[src/rtl/sync_fifo_pkg.sv]
// Shared constants and helpers for the parametrised synchronous FIFO family.
package sync_fifo_pkg;

  localparam int unsigned FIFO_STD         = 0;
  localparam int unsigned FIFO_FWFT        = 1;
  localparam int unsigned DEFAULT_AE_LEVEL = 2;

  function automatic int unsigned clog2(input int unsigned value);
    int unsigned r;
    r = 0;
    while ((32'd1 << r) < value) r++;
    return r;
  endfunction

endpackage

[src/rtl/sync_fifo_gen_if.sv]
// Host-side handshake, data and status bundle of sync_fifo_gen.
interface sync_fifo_gen_if
  import sync_fifo_pkg::*;
#(
  parameter int unsigned WIDTH = 8,
  parameter int unsigned DEPTH = 32
);
  localparam int unsigned AW = clog2(DEPTH);

  logic             clr;
  logic             wr_en;
  logic [WIDTH-1:0] din;
  logic             rd_en;
  logic [WIDTH-1:0] dout;
  logic             dout_valid;
  logic             full;
  logic             empty;
  logic             almost_full;
  logic             almost_empty;
  logic [AW:0]      count;
  logic             overflow;
  logic             underflow;

  modport master (
    output clr, wr_en, din, rd_en,
    input  dout, dout_valid, full, empty, almost_full, almost_empty,
           count, overflow, underflow
  );

  modport slave (
    input  clr, wr_en, din, rd_en,
    output dout, dout_valid, full, empty, almost_full, almost_empty,
           count, overflow, underflow
  );

endinterface

[src/rtl/sync_fifo_mem.sv]
// Simple dual-port storage: one synchronous write port, one asynchronous read port.
module sync_fifo_mem #(
  parameter int unsigned WIDTH = 8,
  parameter int unsigned DEPTH = 32,
  parameter int unsigned AW    = 5
) (
  input  logic             sys_clk,
  input  logic             we,
  input  logic [AW-1:0]    waddr,
  input  logic [WIDTH-1:0] wdata,
  input  logic [AW-1:0]    raddr,
  output logic [WIDTH-1:0] rdata
);

  logic [WIDTH-1:0] mem [DEPTH];

  always_ff @(posedge sys_clk) begin
    if (we) mem[waddr] <= wdata;
  end

  assign rdata = mem[raddr];

endmodule

[src/rtl/sync_fifo_gen.sv]
// Parametrised synchronous FIFO with standard or FWFT output, level flags,
// sticky error flags and synchronous clear.
module sync_fifo_gen
  import sync_fifo_pkg::*;
#(
  parameter int unsigned WIDTH    = 8,
  parameter int unsigned DEPTH    = 32,
  parameter int unsigned FWFT     = FIFO_FWFT,
  parameter int unsigned AF_LEVEL = DEPTH - 2,
  parameter int unsigned AE_LEVEL = DEFAULT_AE_LEVEL
) (
  input logic            sys_clk,
  input logic            sys_rst_n,
  sync_fifo_gen_if.slave fifo
);

  localparam int unsigned AW = clog2(DEPTH);
  localparam int unsigned CW = AW + 1;
  localparam logic [CW-1:0] FULL_CNT = CW'(DEPTH);
  localparam logic [CW-1:0] AF_CNT   = CW'(AF_LEVEL);
  localparam logic [CW-1:0] AE_CNT   = CW'(AE_LEVEL);

  logic [AW-1:0]    wptr, rptr;
  logic [CW-1:0]    count_q;
  logic [WIDTH-1:0] rdata, dout_q;
  logic             dout_valid_q, overflow_q, underflow_q;
  logic             full_w, empty_w, rd_acc, wr_acc;

  // Flags decode from the registered count only, never from pointer equality.
  assign empty_w = (count_q == '0);
  assign full_w  = (count_q == FULL_CNT);
  assign rd_acc  = fifo.rd_en & ~empty_w;
  assign wr_acc  = fifo.wr_en & (~full_w | rd_acc);

  sync_fifo_mem #(
    .WIDTH (WIDTH),
    .DEPTH (DEPTH),
    .AW    (AW)
  ) u_mem (
    .sys_clk (sys_clk),
    .we      (wr_acc & ~fifo.clr),
    .waddr   (wptr),
    .wdata   (fifo.din),
    .raddr   (rptr),
    .rdata   (rdata)
  );

  always_ff @(posedge sys_clk or negedge sys_rst_n) begin
    if (!sys_rst_n) begin
      wptr         <= '0;
      rptr         <= '0;
      count_q      <= '0;
      dout_q       <= '0;
      dout_valid_q <= 1'b0;
      overflow_q   <= 1'b0;
      underflow_q  <= 1'b0;
    end else if (fifo.clr) begin
      wptr         <= '0;
      rptr         <= '0;
      count_q      <= '0;
      dout_q       <= '0;
      dout_valid_q <= 1'b0;
      overflow_q   <= 1'b0;
      underflow_q  <= 1'b0;
    end else begin
      if (wr_acc) wptr <= wptr + AW'(1);
      if (rd_acc) rptr <= rptr + AW'(1);
      case ({wr_acc, rd_acc})
        2'b10:   count_q <= count_q + CW'(1);
        2'b01:   count_q <= count_q - CW'(1);
        default: count_q <= count_q;
      endcase
      if (fifo.wr_en & ~wr_acc) overflow_q  <= 1'b1;
      if (fifo.rd_en & ~rd_acc) underflow_q <= 1'b1;
      if (FWFT == FIFO_STD) begin
        dout_valid_q <= rd_acc;
        if (rd_acc) dout_q <= rdata;
      end
    end
  end

  // FWFT presents the head word directly; standard mode presents the popped register.
  assign fifo.dout         = (FWFT == FIFO_FWFT) ? rdata : dout_q;
  assign fifo.dout_valid   = (FWFT == FIFO_FWFT) ? ~empty_w : dout_valid_q;
  assign fifo.full         = full_w;
  assign fifo.empty        = empty_w;
  assign fifo.almost_full  = (count_q >= AF_CNT);
  assign fifo.almost_empty = (count_q <= AE_CNT);
  assign fifo.count        = count_q;
  assign fifo.overflow     = overflow_q;
  assign fifo.underflow    = underflow_q;

endmodule

[src/flat_wrapper.sv]
// flat-port wrapper written by rule: the top's interface ports become plain ports
module sync_fifo_gen_flat import sync_fifo_pkg::*;
#(
  parameter int unsigned WIDTH    = 8,
  parameter int unsigned DEPTH    = 32,
  parameter int unsigned FWFT     = FIFO_FWFT,
  parameter int unsigned AF_LEVEL = DEPTH - 2,
  parameter int unsigned AE_LEVEL = DEFAULT_AE_LEVEL
)
  (sys_clk, sys_rst_n, fifo_clr, fifo_wr_en, fifo_din, fifo_rd_en, fifo_dout, fifo_dout_valid, fifo_full, fifo_empty, fifo_almost_full, fifo_almost_empty, fifo_count, fifo_overflow, fifo_underflow);
  sync_fifo_gen_if #(.WIDTH(WIDTH), .DEPTH(DEPTH)) fifo_i ();
  input logic sys_clk;
  input logic sys_rst_n;
  input wire logic [$bits(fifo_i.clr)-1:0] fifo_clr;
  input wire logic [$bits(fifo_i.wr_en)-1:0] fifo_wr_en;
  input wire logic [$bits(fifo_i.din)-1:0] fifo_din;
  input wire logic [$bits(fifo_i.rd_en)-1:0] fifo_rd_en;
  output wire logic [$bits(fifo_i.dout)-1:0] fifo_dout;
  output wire logic [$bits(fifo_i.dout_valid)-1:0] fifo_dout_valid;
  output wire logic [$bits(fifo_i.full)-1:0] fifo_full;
  output wire logic [$bits(fifo_i.empty)-1:0] fifo_empty;
  output wire logic [$bits(fifo_i.almost_full)-1:0] fifo_almost_full;
  output wire logic [$bits(fifo_i.almost_empty)-1:0] fifo_almost_empty;
  output wire logic [$bits(fifo_i.count)-1:0] fifo_count;
  output wire logic [$bits(fifo_i.overflow)-1:0] fifo_overflow;
  output wire logic [$bits(fifo_i.underflow)-1:0] fifo_underflow;
  assign fifo_i.clr = fifo_clr;
  assign fifo_i.wr_en = fifo_wr_en;
  assign fifo_i.din = fifo_din;
  assign fifo_i.rd_en = fifo_rd_en;
  assign fifo_dout = fifo_i.dout;
  assign fifo_dout_valid = fifo_i.dout_valid;
  assign fifo_full = fifo_i.full;
  assign fifo_empty = fifo_i.empty;
  assign fifo_almost_full = fifo_i.almost_full;
  assign fifo_almost_empty = fifo_i.almost_empty;
  assign fifo_count = fifo_i.count;
  assign fifo_overflow = fifo_i.overflow;
  assign fifo_underflow = fifo_i.underflow;
  sync_fifo_gen #(.WIDTH(WIDTH), .DEPTH(DEPTH), .FWFT(FWFT), .AF_LEVEL(AF_LEVEL), .AE_LEVEL(AE_LEVEL)) u_core (.sys_clk(sys_clk), .sys_rst_n(sys_rst_n), .fifo(fifo_i));
endmodule
[config.mk]
export PLATFORM = sky130hd
export DESIGN_NAME = sync_fifo_gen_flat
export DESIGN_NICKNAME = d
export VERILOG_FILES = /design/src/rtl/sync_fifo_pkg.sv /design/src/rtl/sync_fifo_gen_if.sv /design/src/rtl/sync_fifo_mem.sv /design/src/rtl/sync_fifo_gen.sv /design/src/flat_wrapper.sv
export SDC_FILE = /design/constraint.sdc
export NUM_CORES = 1
export LEC_CHECK = 0
export ABC_AREA = 1
export BUFFER_PORTS_ARGS = -buffer_cell sky130_fd_sc_hd__buf_4
export CAP_MARGIN = 15
export CORE_ASPECT_RATIO = 1.2
export CORE_MARGIN = 2
export CORE_UTILIZATION = 30
export CTS_CLUSTER_DIAMETER = 150
export DETAILED_ROUTE_END_ITERATION = 12
export HOLD_SLACK_MARGIN = 0.05
export PLACE_DENSITY = 0.55
export SYNTH_ARGS = -nofsm -noshare
export SYNTH_HDL_FRONTEND = slang
export SYNTH_SLANG_ARGS = --single-unit
[constraint.sdc]
create_clock -name sys_clk -period 3.1 [get_ports sys_clk]
set_clock_uncertainty 0.2 [all_clocks]
set_input_delay 0.31 -clock sys_clk [delete_from_list [all_inputs] [get_ports sys_clk]]
set_output_delay 0.31 -clock sys_clk [all_outputs]
set_load 0.05 [all_outputs]
-- Word level (Yosys, flattened, before mapping)
Memories as Yosys holds them, arrays and structs flattened.
Index checks and enable logic that the tools add are counted.
- register bits: 18
- memory bits (writable): 256
- bits of input ports: 13
- output and inout bits: 21
- memories: 1
- add/subtract/negate cells: 4
- magnitude comparators: 2
- equal/unequal tests: 3
- multiplexer cells: 12
- bitwise logic cells: 11
- reductions and logical operators: 6
- memory list (name ; depth ; width ; rd ports ; clocked after memory_dff ; wr ports ; RTL line ; text):
    u_core.u_mem.mem ; 32 ; 8 ; 1 ; 0 ; 1 ; sync_fifo_mem.sv:15 ; logic [WIDTH-1:0] mem [DEPTH];
- operator list (operator ; count):
    5-bit 2-to-1 mux ; 4
    6-bit one-hot mux with 2 select lines ; 1
    5-bit by 1-bit adder with 5-bit output (second input constant) ; 2
    2-bit nonzero test ; 4
    6-bit by 1-bit adder with 6-bit output (second input constant) ; 1
    6-bit equality test (second input constant) ; 1
    6-bit by 5-bit >= comparator with 1-bit output (second input constant) ; 1
    6-bit by 2-bit less-or-equal comparator with 1-bit output (second input constant) ; 1
    6-bit zero test ; 1
    1-bit 2-to-1 mux ; 6
    6-bit 2-to-1 mux ; 1
    6-bit by 1-bit subtractor with 6-bit output (second input constant) ; 1
    1-bit bitwise AND ; 5
    1-bit NOT ; 5
    3-bit nonzero test ; 1
    2-bit by 1-bit equality test with 1-bit output (second input constant) ; 1
    2-bit equality test (second input constant) ; 1
    1-bit bitwise OR ; 1

-- Depth between registers and ports, before layout
Gate-level depths: netlist of run 1.
- word-level depth: 9
- mapped depth: 14
- depth with buffers taken out: 14

-- By module
A second synthesis of run 1 with hierarchy kept.
- cells, all modules: 1061
- area total of the unflattened synthesis: 11810.1 µm²
- modules (own cells, without submodules) (module ; times used ; cells each ; area each (µm²) ; sequential area each (µm²)):
    sync_fifo_mem ; 1 ; 914 ; 10626.4 ; 7687.4
    sync_fifo_gen ; 1 ; 147 ; 1183.6 ; 450.4

-- Worst setup path after synthesis of run 1
OpenSTA, ideal clock, no wires.
- path type: reg2reg
- start: reg u_core.count_q[0] (netlist: u_core.fifo.count[0])
- end: reg u_core.count_q[3] (netlist: u_core.fifo.count[3])
- arrival: 2.432 ns
- data required time: 2.781 ns
- slack: 0.349 ns
- stages on the path, launching flop included: 13
- path buffers: 0
- clock period less this slack: 2.751 ns
- cells stage by stage: dfrtp_1 nor2_2 nand3_4 nand3_1 inv_1 ha_1 nand2_1 nand2_1 o21bai_1 xnor2_1 inv_1 nand2_1 nand2_1
- word-level cells in the longest chain between the ends: 8
- ends and longest elaborated chain (what ; RTL line ; text):
    from (decl) ; sync_fifo_gen.sv:24 ; logic [CW-1:0] count_q;
    from (signal assigned) ; sync_fifo_gen.sv:69 ; 2'b10: count_q <= count_q + CW'(1);
    from (signal assigned) ; sync_fifo_gen.sv:70 ; 2'b01: count_q <= count_q - CW'(1);
    from (signal assigned) ; sync_fifo_gen.sv:71 ; default: count_q <= count_q;
    6-bit zero test (*) ; sync_fifo_gen.sv:30 ; assign empty_w = (count_q == '0);
    1-bit NOT (*) ; n/a ;
    net fifo_dout_valid ; flat_wrapper.sv:19 ; output wire logic [$bits(fifo_i.dout_valid)-1:0] fifo_dout_valid;
    1-bit bitwise AND (*) ; sync_fifo_gen.sv:32 ; assign rd_acc = fifo.rd_en & ~empty_w;
    1-bit bitwise OR ; sync_fifo_gen.sv:33 ; assign wr_acc = fifo.wr_en & (~full_w | rd_acc);
    1-bit bitwise AND ; sync_fifo_gen.sv:33 ;
    2-bit by 1-bit equality test with 1-bit output / 2-bit equality test (equally long branches) ; sync_fifo_gen.sv:68 ; case ({wr_acc, rd_acc})
    6-bit one-hot mux with 2 select lines ; sync_fifo_gen.sv:68 ;
    6-bit 2-to-1 mux ; sync_fifo_gen.sv:57 ; end else if (fifo.clr) begin
Mark *: on every way through the listed nets, which the timed path passes. The rest lies on a longest branch.
A chain may end at the register's enable or synchronous reset.

-- Final worst setup path of run 1
- start: reg u_core.rptr[0]
- end: out fifo_dout[1]
- word-level cells in the longest chain between the ends: 1
- ends and longest elaborated chain (what ; RTL line ; text):
    from (decl) ; sync_fifo_gen.sv:23 ; logic [AW-1:0] wptr, rptr;
    from (signal assigned) ; sync_fifo_gen.sv:67 ; if (rd_acc) rptr <= rptr + AW'(1);
    memory read 32 x 8 bit ; n/a ;
    to (decl) ; flat_wrapper.sv:18 ; output wire logic [$bits(fifo_i.dout)-1:0] fifo_dout;
No other way between the ends.

==> impl_metrics.toml, run 1 <==
[cts]
cts_buffer_depth = 3
clock_sinks = 274
cts_tree = "built"
clk_pin_slew_ns = 0.06
cts-root-buf = "clkbuf_16"
htree_levels = 1
cts_made_buffers = 27
clk_latency_ns = 0.54

[place]
io_buffers = 33
post-dp-hpwl_um = 17200
place.gp.congestion = 0.829
place_ws_ns = 0.542

[detailed_routing]
viasPerCell = 4.62
wire_per_inst_um = 16.9
drt_wl_total_um = 28300
drc = 0
drt_iter0_drc = 531
vias = 7748
dr.pass1.iters = 5
antenna_left = 0

[timing]
fmaxAchievable_mhz = 336
period_share_pct = 96.0
relSlewSlack_pct = 40.0
drv_slew = 0
finalHoldViolations = 0
setup_viol = 0
timing.final.crit_period_ns = 2.98
tns_ns = 0
rsz0062_at_grt = "true"
tightest_slew_ns = 0.897
timing.hold.ws_ns = 0.0597
layout_setup_ws_ns = 0.124

[critical_path]
slowest_stage = "dfrtp_4"
cp_top_family = "simple AND/OR/NAND/NOR gates"
slowest_delay_ns = 0.44
path_class = "reg2out"
crit_required_ns = 2.59
cp_max_fo = 78
cp.arrival_ns = 2.47
cp-end-kind = "output pin"
crit_chain = "clkinv_2, buf_16, nand2_1, nand3_1, nand3_1, nand2_1, nor2_1, nand2_1, nand2_1, inv_1, buf_4"
cpMostUsedCell = "nand2_1"
critPathBufInv = 4
start_kind = "flop"

[power_and_ir_drop]
vdd_ir_drop_max_v = 0.000716
combPwrFrac_pct = 31.6
p_sw_w = 0.00397
power-per-cell-area_nw_per_um2 = 806
p_seq_share_pct = 37.7
p_sw_share_pct = 35.5
clkPwrFrac_pct = 30.7
leakagePower_nw = 5.13
p_int_w = 0.00720

[cells_and_area]
nets = 1153
fillers = 3740
drive_gt1_share_pct = 13.3
final_common_cell = "edfxtp_1"
final_cell_mix = "edfxtp_1 (256), nand2_1 (236), nor2_1 (198)"
syn2layout_area_growth_pct = 18.6
final_core_util_pct = 35.9
antennaDiodeCount = 0

[floorplan]
dieArea_um2 = 40600
io_pins = 34
fp.dieW_um = 184
fp.dieH_um = 220
initial_core_util_pct = 30.3
rows = 79
core-area_um2 = 38600

[min_path]
min_path_type = "in2reg"

[global_routing]
grt_max_degree = 79
grt_pass1_vias = 7648
antenna_found_initial = 0
grt_use_total_pct = 14.1
grt_pass1_wl_um = 43500
grt-ovfl-total = 0

[synth]
synth_edf_count = 256
async_reset_ff_share_pct = 6.57
avgSynthCellArea_um2 = 11.0
synth-warning-count = 0
synth_seq_area_share_pct = 69.6
synth_seq_cells = 274
synth_cell_types = 33
synth-main-ff-cell = "edfxtp_1"
synth_nets = 1082
syn_area_um2 = 11700
syn_inst = 1059

[flow_run]
cap_violations = 0

[run_status]
status = "complete, no violations"
worst reg2reg max path: cells and delay by family, from the launching register on:
family          cells  cell delay, ns
compound gates      1            0.17
xor+xnor            1            0.14
fa+ha+maj           1            0.37
buf+inv             2            0.24
flops               1            0.47
simple gates        7            0.90
final timing paths:
path / startpoint / endpoint / slack, ns / cells after the start
worst min register to register: u_core.fifo.overflow$_DFFE_PN0P_ / u_core.fifo.overflow$_DFFE_PN0P_ / 0.30 / 1
min in group asynchronous: sys_rst_n / u_core.wptr[0]$_DFFE_PN0P_ / 0.76 / 3
worst max register to register: u_core.fifo.count[3]$_DFFE_PN0P_ / u_core.fifo.count[3]$_DFFE_PN0P_ / 0.51 / 12
worst min-delay path: fifo_din[7] / u_core.u_mem.mem[17][7]$_DFFE_PP_ / 0.06 / 1
max in group asynchronous: sys_rst_n / u_core.rptr[0]$_DFFE_PN0P_ / 1.29 / 3
worst max-delay path: u_core.rptr[0]$_DFFE_PN0P_ / fifo_dout[1] / 0.12 / 11
power by group through the flow:
stage          Sequential [W]  Combinational (W)  Clock (W)
4_1_cts               0.00421            0.00356    0.00349
2_1_floorplan         0.00440            0.00239          0
3_3_place_gp          0.00428            0.00352          0
5_1_grt               0.00423            0.00390    0.00363
3_5_place_dp          0.00429            0.00352          0
6_report              0.00421            0.00353    0.00343
flip-flops by register name, indices dropped and copies added (netlist names):
signal and cells:
u_core.rptr 5, u_core.fifo.count 6, u_core.fifo.overflow 1, u_core.u_mem.mem 256, u_core.wptr 5, u_core.fifo.underflow 1
cell families after synthesis:
logic type,count (synthesis),synth area share [%]
flops,274,69.6
buf+inv,82,3.04
fa+ha+maj,10,1.13
compound gates,109,4.85
simple gates,580,21.1
xor+xnor,4,0.300
metrics by stage:
stage	power, W	cells	instance area (um2)
3_5_place_dp	0.00781	1611	12700
4_1_cts	0.0113	1674	13800
2_1_floorplan	0.00678	1059	11700
5_1_grt	0.0118	1677	13900
3_3_place_gp	0.00781	1611	12700
6_report	0.0112	1677	13900
Yosys cell counts, drive strengths merged, types with 2 or more instances:
cell type | n | share of area [%]
nand3 | 120 | 5.3
dfrtp | 18 | 3.9
nor2 | 206 | 6.9
a21oi | 24 | 1.1
xor2 | 2 | 0.15
edfxtp | 256 | 66
o21ai | 81 | 3.5
nand4 | 5 | 0.27
inv | 32 | 1.0
xnor2 | 2 | 0.15
ha | 9 | 0.96
clkbuf | 14 | 0.45
a211oi | 2 | 0.13
nand2 | 244 | 8.4
buf | 35 | 1.5
nor3 | 4 | 0.17
final cells by class:
cell class                      count  area, um2  share of cell area [%]
Inverter                           33        133                   0.956
Sequential cell                   274       8140                    58.7
Multi-Input combinational cell    703       3210                    23.2
Timing Repair Buffer               91        785                    5.66
Clock buffer                       30        697                    5.02
Tap cell                          526        658                    4.75
Clock inverter                     20        240                    1.73
timing repair:
item	4_1_cts	5_1_grt
buffers inserted	0	3
gates resized for setup	0	11
hold buffers	13	0
endpoints found under the setup margin	0	8
endpoints found under the hold margin	229	0
metal layers:
metal  vias to the layer above  part of all wire, %  track usage, %
li1                       3778                    -               -
met2                       152                   51            25.4
met3                        31                  3.4            1.66
met1                      3787                   43            17.4
met5                         -                    0               0
met4                         0                  2.8            4.96
Power figures use the tool's default switching activity.
==> run 2: changes to the inputs <==
- CORE_UTILIZATION: 30 -> 55
- PLACE_DENSITY: 0.55 -> 0.83
- clock period: 3.1 -> 3.15 ns (I/O delays scaled with it)
==> impl_metrics.toml, run 2 (same netlist as run 1, synthesis figures left out) <==
[critical_path]
reg2reg_setup_slack_ns = 0.54
cp-end-kind = "output pin"
cp.arrival_ns = 2.54
start_kind = "flop"
path_class = "reg2out"
r2r_cells = 8
cp_max_fo = 65
r2r-start = "u_core.fifo.count[0]$_DFFE_PN0P_"
reg2reg_to = "u_core.u_mem.mem[10][2]$_DFFE_PP_"
crit_required_ns = 2.63

[timing]
tightest_slew_ns = 0.856
relSlewSlack_pct = 42.7
timing.final.crit_period_ns = 3.06
timing.hold.ws_ns = 0.290
setup_viol = 0
drv_slew = 0
period_share_pct = 97.1
fmaxAchievable_mhz = 327
finalHoldViolations = 0

[global_routing]
grt_pass1_wl_um = 43700
grt-ovfl-total = 0
grt_util_met2_pct = 43.4
grt_use_met1_pct = 32.8
grt.met3_usage_pct = 4.32
grt_max_degree = 131
grt_pass1_vias = 8149
grt_use_total_pct = 25.7
antenna_found_initial = 0
grt.busiest_layer = "met2"

[detailed_routing]
drc = 0
wire_per_inst_um = 20.6
antenna_left = 0
drt_wl_total_um = 28900
vias = 8382
dr.pass1.iters = 7
drt_iter0_drc = 1217
viasPerCell = 5.97

[power_and_ir_drop]
p_int_w = 0.00673
clkPwrFrac_pct = 27.0
p_sw_w = 0.00394
leakagePower_nw = 5.01
combPwrFrac_pct = 34.0
p_seq_share_pct = 39.1
p_sw_share_pct = 36.9
vdd_ir_drop_max_v = 0.000936
power-per-cell-area_nw_per_um2 = 799

[cts]
cts_tree = "built"
cts-root-buf = "clkbuf_16"
clock_sinks = 274
cts_made_buffers = 25
cts_buffer_depth = 3
clk_pin_slew_ns = 0.06
clk_latency_ns = 0.52
htree_levels = 1

[floorplan]
io_pins = 34
fp.dieW_um = 137
fp.dieH_um = 164
core-area_um2 = 20900
rows = 58
dieArea_um2 = 22500
initial_core_util_pct = 56.0

[min_path]
hold_path_end = "u_core.fifo.overflow$_DFFE_PN0P_"
worstHoldStart = "u_core.fifo.overflow$_DFFE_PN0P_"
hold_depth = 1
min_path_type = "reg2reg"

[place]
post-dp-hpwl_um = 16600
post-place-cells = 1345
place.gp.congestion = 0.891
io_buffers = 33

[flow_run]
cap_violations = 0

[cells_and_area]
syn2layout_area_growth_pct = 14.1
antennaDiodeCount = 0
nets = 1143
top_register = "u_core.u_mem.mem"
fin_cells = 1404
final_common_cell = "edfxtp_1"
final_cell_mix = "edfxtp_1 (256), nand2_1 (237), nor2_1 (201)"
largest_reg_flops = 256
drive_gt1_share_pct = 11.3

[run_status]
status = "complete, no violations"
## run 2: changes by cell type in the layout (fill, tap and decap cells not counted), sizes merged
cell,delta
clkinvlp,-1
bufinv,-3
dlygate4sd3,+1
clkbuf,-2
buf,-11
clkinv,-1
## run 2: power groups by stage
stage / Clock (W) / Sequential, W / Combinational, W
CTS: 0.00288 / 0.00414 / 0.00349
global route: 0.00303 / 0.00417 / 0.00391
finish: 0.00287 / 0.00416 / 0.00362
global placement: 0 / 0.00422 / 0.00338
floorplan: 0 / 0.00433 / 0.00235
detailed placement: 0 / 0.00422 / 0.00343
## run 2: cell type report
cell class,instances,area [um2]
Sequential cell,274,8140
Tap cell,270,338
Clock inverter,15,130
Fill cell,1462,7550
Inverter,33,140
Timing Repair Buffer,83,763
Clock buffer,26,629
Multi-Input combinational cell,703,3200
## run 2: routing by layer
metal	wire, um	up-vias
li1	-	3760
met1	10300	3965
met2	14300	561
met3	3050	96
met4	1200	0
met5	0	-
## run 2: worst max-delay path by stage
stage | slack [ns] | cells after the start | from | to
2_1_floorplan | 0.40 | 12 | u_core.fifo.count[0]$_DFFE_PN0P_ | u_core.fifo.count[3]$_DFFE_PN0P_
3_3_place_gp | 0.51 | 9 | u_core.rptr[0]$_DFFE_PN0P_ | fifo_dout[5]
3_5_place_dp | 0.54 | 9 | u_core.rptr[0]$_DFFE_PN0P_ | fifo_dout[5]
4_1_cts | 0.0008 | 9 | u_core.rptr[0]$_DFFE_PN0P_ | fifo_dout[5]
5_1_grt | -0.002 | 10 | u_core.rptr[1]$_DFFE_PN0P_ | fifo_dout[7]
6_report | 0.09 | 10 | u_core.rptr[0]$_DFFE_PN0P_ | fifo_dout[4]
## run 2: stage by stage
stage | setup TNS (ns) | cell area [um2] | utilization, % | worst slack, ns | power, W
floorplan | 0 | 11700 | - | 0.399 | 0.00668
global placement | 0 | 12400 | 59.1 | 0.505 | 0.00759
detailed placement | 0 | 12400 | 59.1 | 0.544 | 0.00765
CTS | 0 | 13300 | 63.4 | 0.000824 | 0.0105
global route | -0.00210 | 13300 | 63.9 | -0.00210 | 0.0111
finish | 0 | 13300 | 63.9 | 0.0906 | 0.0107
## run 2: worst max-delay path, stage by stage, from the launching register on
cell	delay (ns)
dfrtp_4	0.56
clkbuf_16	0.30
nand2_1	0.13
nand3_1	0.08
nand3_1	0.13
nand2_1	0.07
nor2_1	0.32
nand2_1	0.12
nand2_1	0.09
inv_1	0.03
buf_4	0.18
## run 2: timing repair
action / 4_1_cts / 5_1_grt
setup buffers: 0 / 2
gates resized for setup: 0 / 9
setup endpoints to repair: 0 / 6
hold endpoints to repair: 193 / 10
hold buffers: 13 / 1
==> run 3: changes to the inputs <==
- CORE_UTILIZATION: 55 -> 31
- PLACE_DENSITY: 0.83 -> 0.56
==> impl_metrics.toml, run 3 (same netlist as run 1, synthesis figures left out) <==
[timing]
finalHoldViolations = 0
period_share_pct = 94.6
timing.final.crit_period_ns = 2.98
rsz0062_at_grt = "false"
tns_ns = 0
relSlewSlack_pct = 39.3
setup_viol = 0
timing.hold.ws_ns = 0.0679
fmaxAchievable_mhz = 336
tightest_slew_ns = 0.908
drv_slew = 0

[global_routing]
grt_max_degree = 87
grt-ovfl-total = 0
grt_use_total_pct = 15.2
antenna_found_initial = 0
grt_pass1_vias = 7776
grt_pass1_wl_um = 46000

[floorplan]
core-area_um2 = 37000
dieArea_um2 = 39300
initial_core_util_pct = 31.6
fp.dieW_um = 181
io_pins = 34
rows = 77
fp.dieH_um = 217

[cells_and_area]
antennaDiodeCount = 0
drive_gt1_share_pct = 13.1
seq_area_um2 = 8140
fillers = 3696
final_cell_mix = "edfxtp_1 (256), nand2_1 (237), nor2_1 (200)"
multi_input_area_um2 = 3210
largest_reg_flops = 256
top_register = "u_core.u_mem.mem"
syn2layout_area_growth_pct = 18.9
fin_cells = 1637
nets = 1164
final_common_cell = "edfxtp_1"

[min_path]
worstHoldStart = "fifo_din[3]"
min_path_type = "in2reg"
hold_depth = 1
hold_path_end = "u_core.u_mem.mem[29][3]$_DFFE_PP_"

[critical_path]
cp-end-kind = "output pin"
crit_required_ns = 2.63
reg2reg_setup_slack_ns = 0.58
r2r-start = "u_core.fifo.count[3]$_DFFE_PN0P_"
start_kind = "flop"
path_class = "reg2out"
reg2reg_to = "u_core.fifo.count[3]$_DFFE_PN0P_"
cp_max_fo = 28
cp.arrival_ns = 2.46
r2r_cells = 12

[place]
io_buffers = 33
place.gp.congestion = 0.792
post-place-cells = 1569
post-dp-hpwl_um = 18200

[flow_run]
cap_violations = 0

[cts]
cts-root-buf = "clkbuf_16"
cts_made_buffers = 28
cts_tree = "built"
htree_levels = 1
clk_pin_slew_ns = 0.06
clk_latency_ns = 0.55
clock_sinks = 274
cts_buffer_depth = 3

[power_and_ir_drop]
vdd_ir_drop_max_v = 0.000776
power-per-cell-area_nw_per_um2 = 810
leakagePower_nw = 5.21

[detailed_routing]
drt_wl_total_um = 30300
viasPerCell = 4.84
vias = 7917
dr.pass1.iters = 4
drt_iter0_drc = 632
drc = 0
wire_per_inst_um = 18.5
antenna_left = 0

[run_status]
status = "complete, no violations"
run 3: cell count changes in the layout (fill, tap and decap cells not counted), sizes merged:
cell	before	now
buf	67	86
bufinv	2	6
clkbuf	28	32
clkinv	10	18
clkinvlp	5	0
dlygate4sd3	14	13
run 3: worst max-delay path by stage:
stage | slack [ns] | startpoint | end | cells after the start
after floorplan | 0.40 | u_core.fifo.count[0]$_DFFE_PN0P_ | u_core.fifo.count[3]$_DFFE_PN0P_ | 12
after global routing | 0.03 | u_core.rptr[1]$_DFFE_PN0P_ | fifo_dout[5] | 10
after global placement | 0.48 | u_core.rptr[1]$_DFFE_PN0P_ | fifo_dout[6] | 10
after CTS | 0.005 | u_core.rptr[1]$_DFFE_PN0P_ | fifo_dout[0] | 10
final | 0.17 | u_core.rptr[0]$_DFFE_PN0P_ | fifo_dout[3] | 11
after detailed placement | 0.50 | u_core.rptr[1]$_DFFE_PN0P_ | fifo_dout[5] | 10
run 3: power by group:
part	internal, W	leakage, nW	switching (W)	total [W]
clock network	0.00215	0.482	0.00137	0.00352
registers	0.00406	2.55	0.0000715	0.00413
logic	0.00107	2.18	0.00255	0.00362
total	0.00728	5.21	0.00399	0.0113
run 3: critical path, cell delays in order, from the launching register on:
cell and delay (ns):
dfrtp_4 0.47, clkinv_2 0.16, buf_12 0.20, nand2_1 0.07, nand3_1 0.12, nand3_1 0.13
nand2_1 0.06, nor2_1 0.21, nand2_1 0.15, nand2_1 0.11, inv_1 0.04, buf_4 0.18
run 3: timing repair:
| item | 4_1_cts | 5_1_grt |
|---|---|---|
| resized for setup | 3 | 7 |
| hold endpoints to repair | 201 | 0 |
| setup buffers | 0 | 2 |
| hold buffers | 13 | 0 |
| cloned | 0 | 1 |
| endpoints found under the setup margin | 4 | 8 |
run 3: metal layers:
| metal | GRT usage, % | routed length (um) | part of all wire, % |
|---|---|---|---|
| met5 | 0 | 0 | 0 |
| met4 | 4.50 | 686 | 2.3 |
| met3 | 1.54 | 1220 | 4.0 |
| met2 | 27.9 | 15800 | 52 |
| met1 | 18.8 | 12500 | 41 |
run 3: final cells by class:
| cell class | count | share of cell area [%] |
|---|---|---|
| flip-flops and latches | 274 | 58.6 |
| clock inverters | 22 | 1.78 |
| clock buffers | 30 | 5.25 |
| multi-input cells | 703 | 23.1 |
| well taps | 474 | 4.26 |
| inverters | 33 | 0.918 |
| repair buffers | 101 | 6.18 |
run 3: through the flow:
step	util (%)	worst slack, ns	total power [W]	cell area [um2]
2_1_floorplan	-	0.399	0.00668	11700
4_1_cts	37.4	0.00460	0.0113	13800
6_report	37.6	0.171	0.0113	13900
3_5_place_dp	34.4	0.504	0.00775	12700
5_1_grt	37.6	0.0294	0.0118	13900
3_3_place_gp	34.4	0.483	0.00772	12700
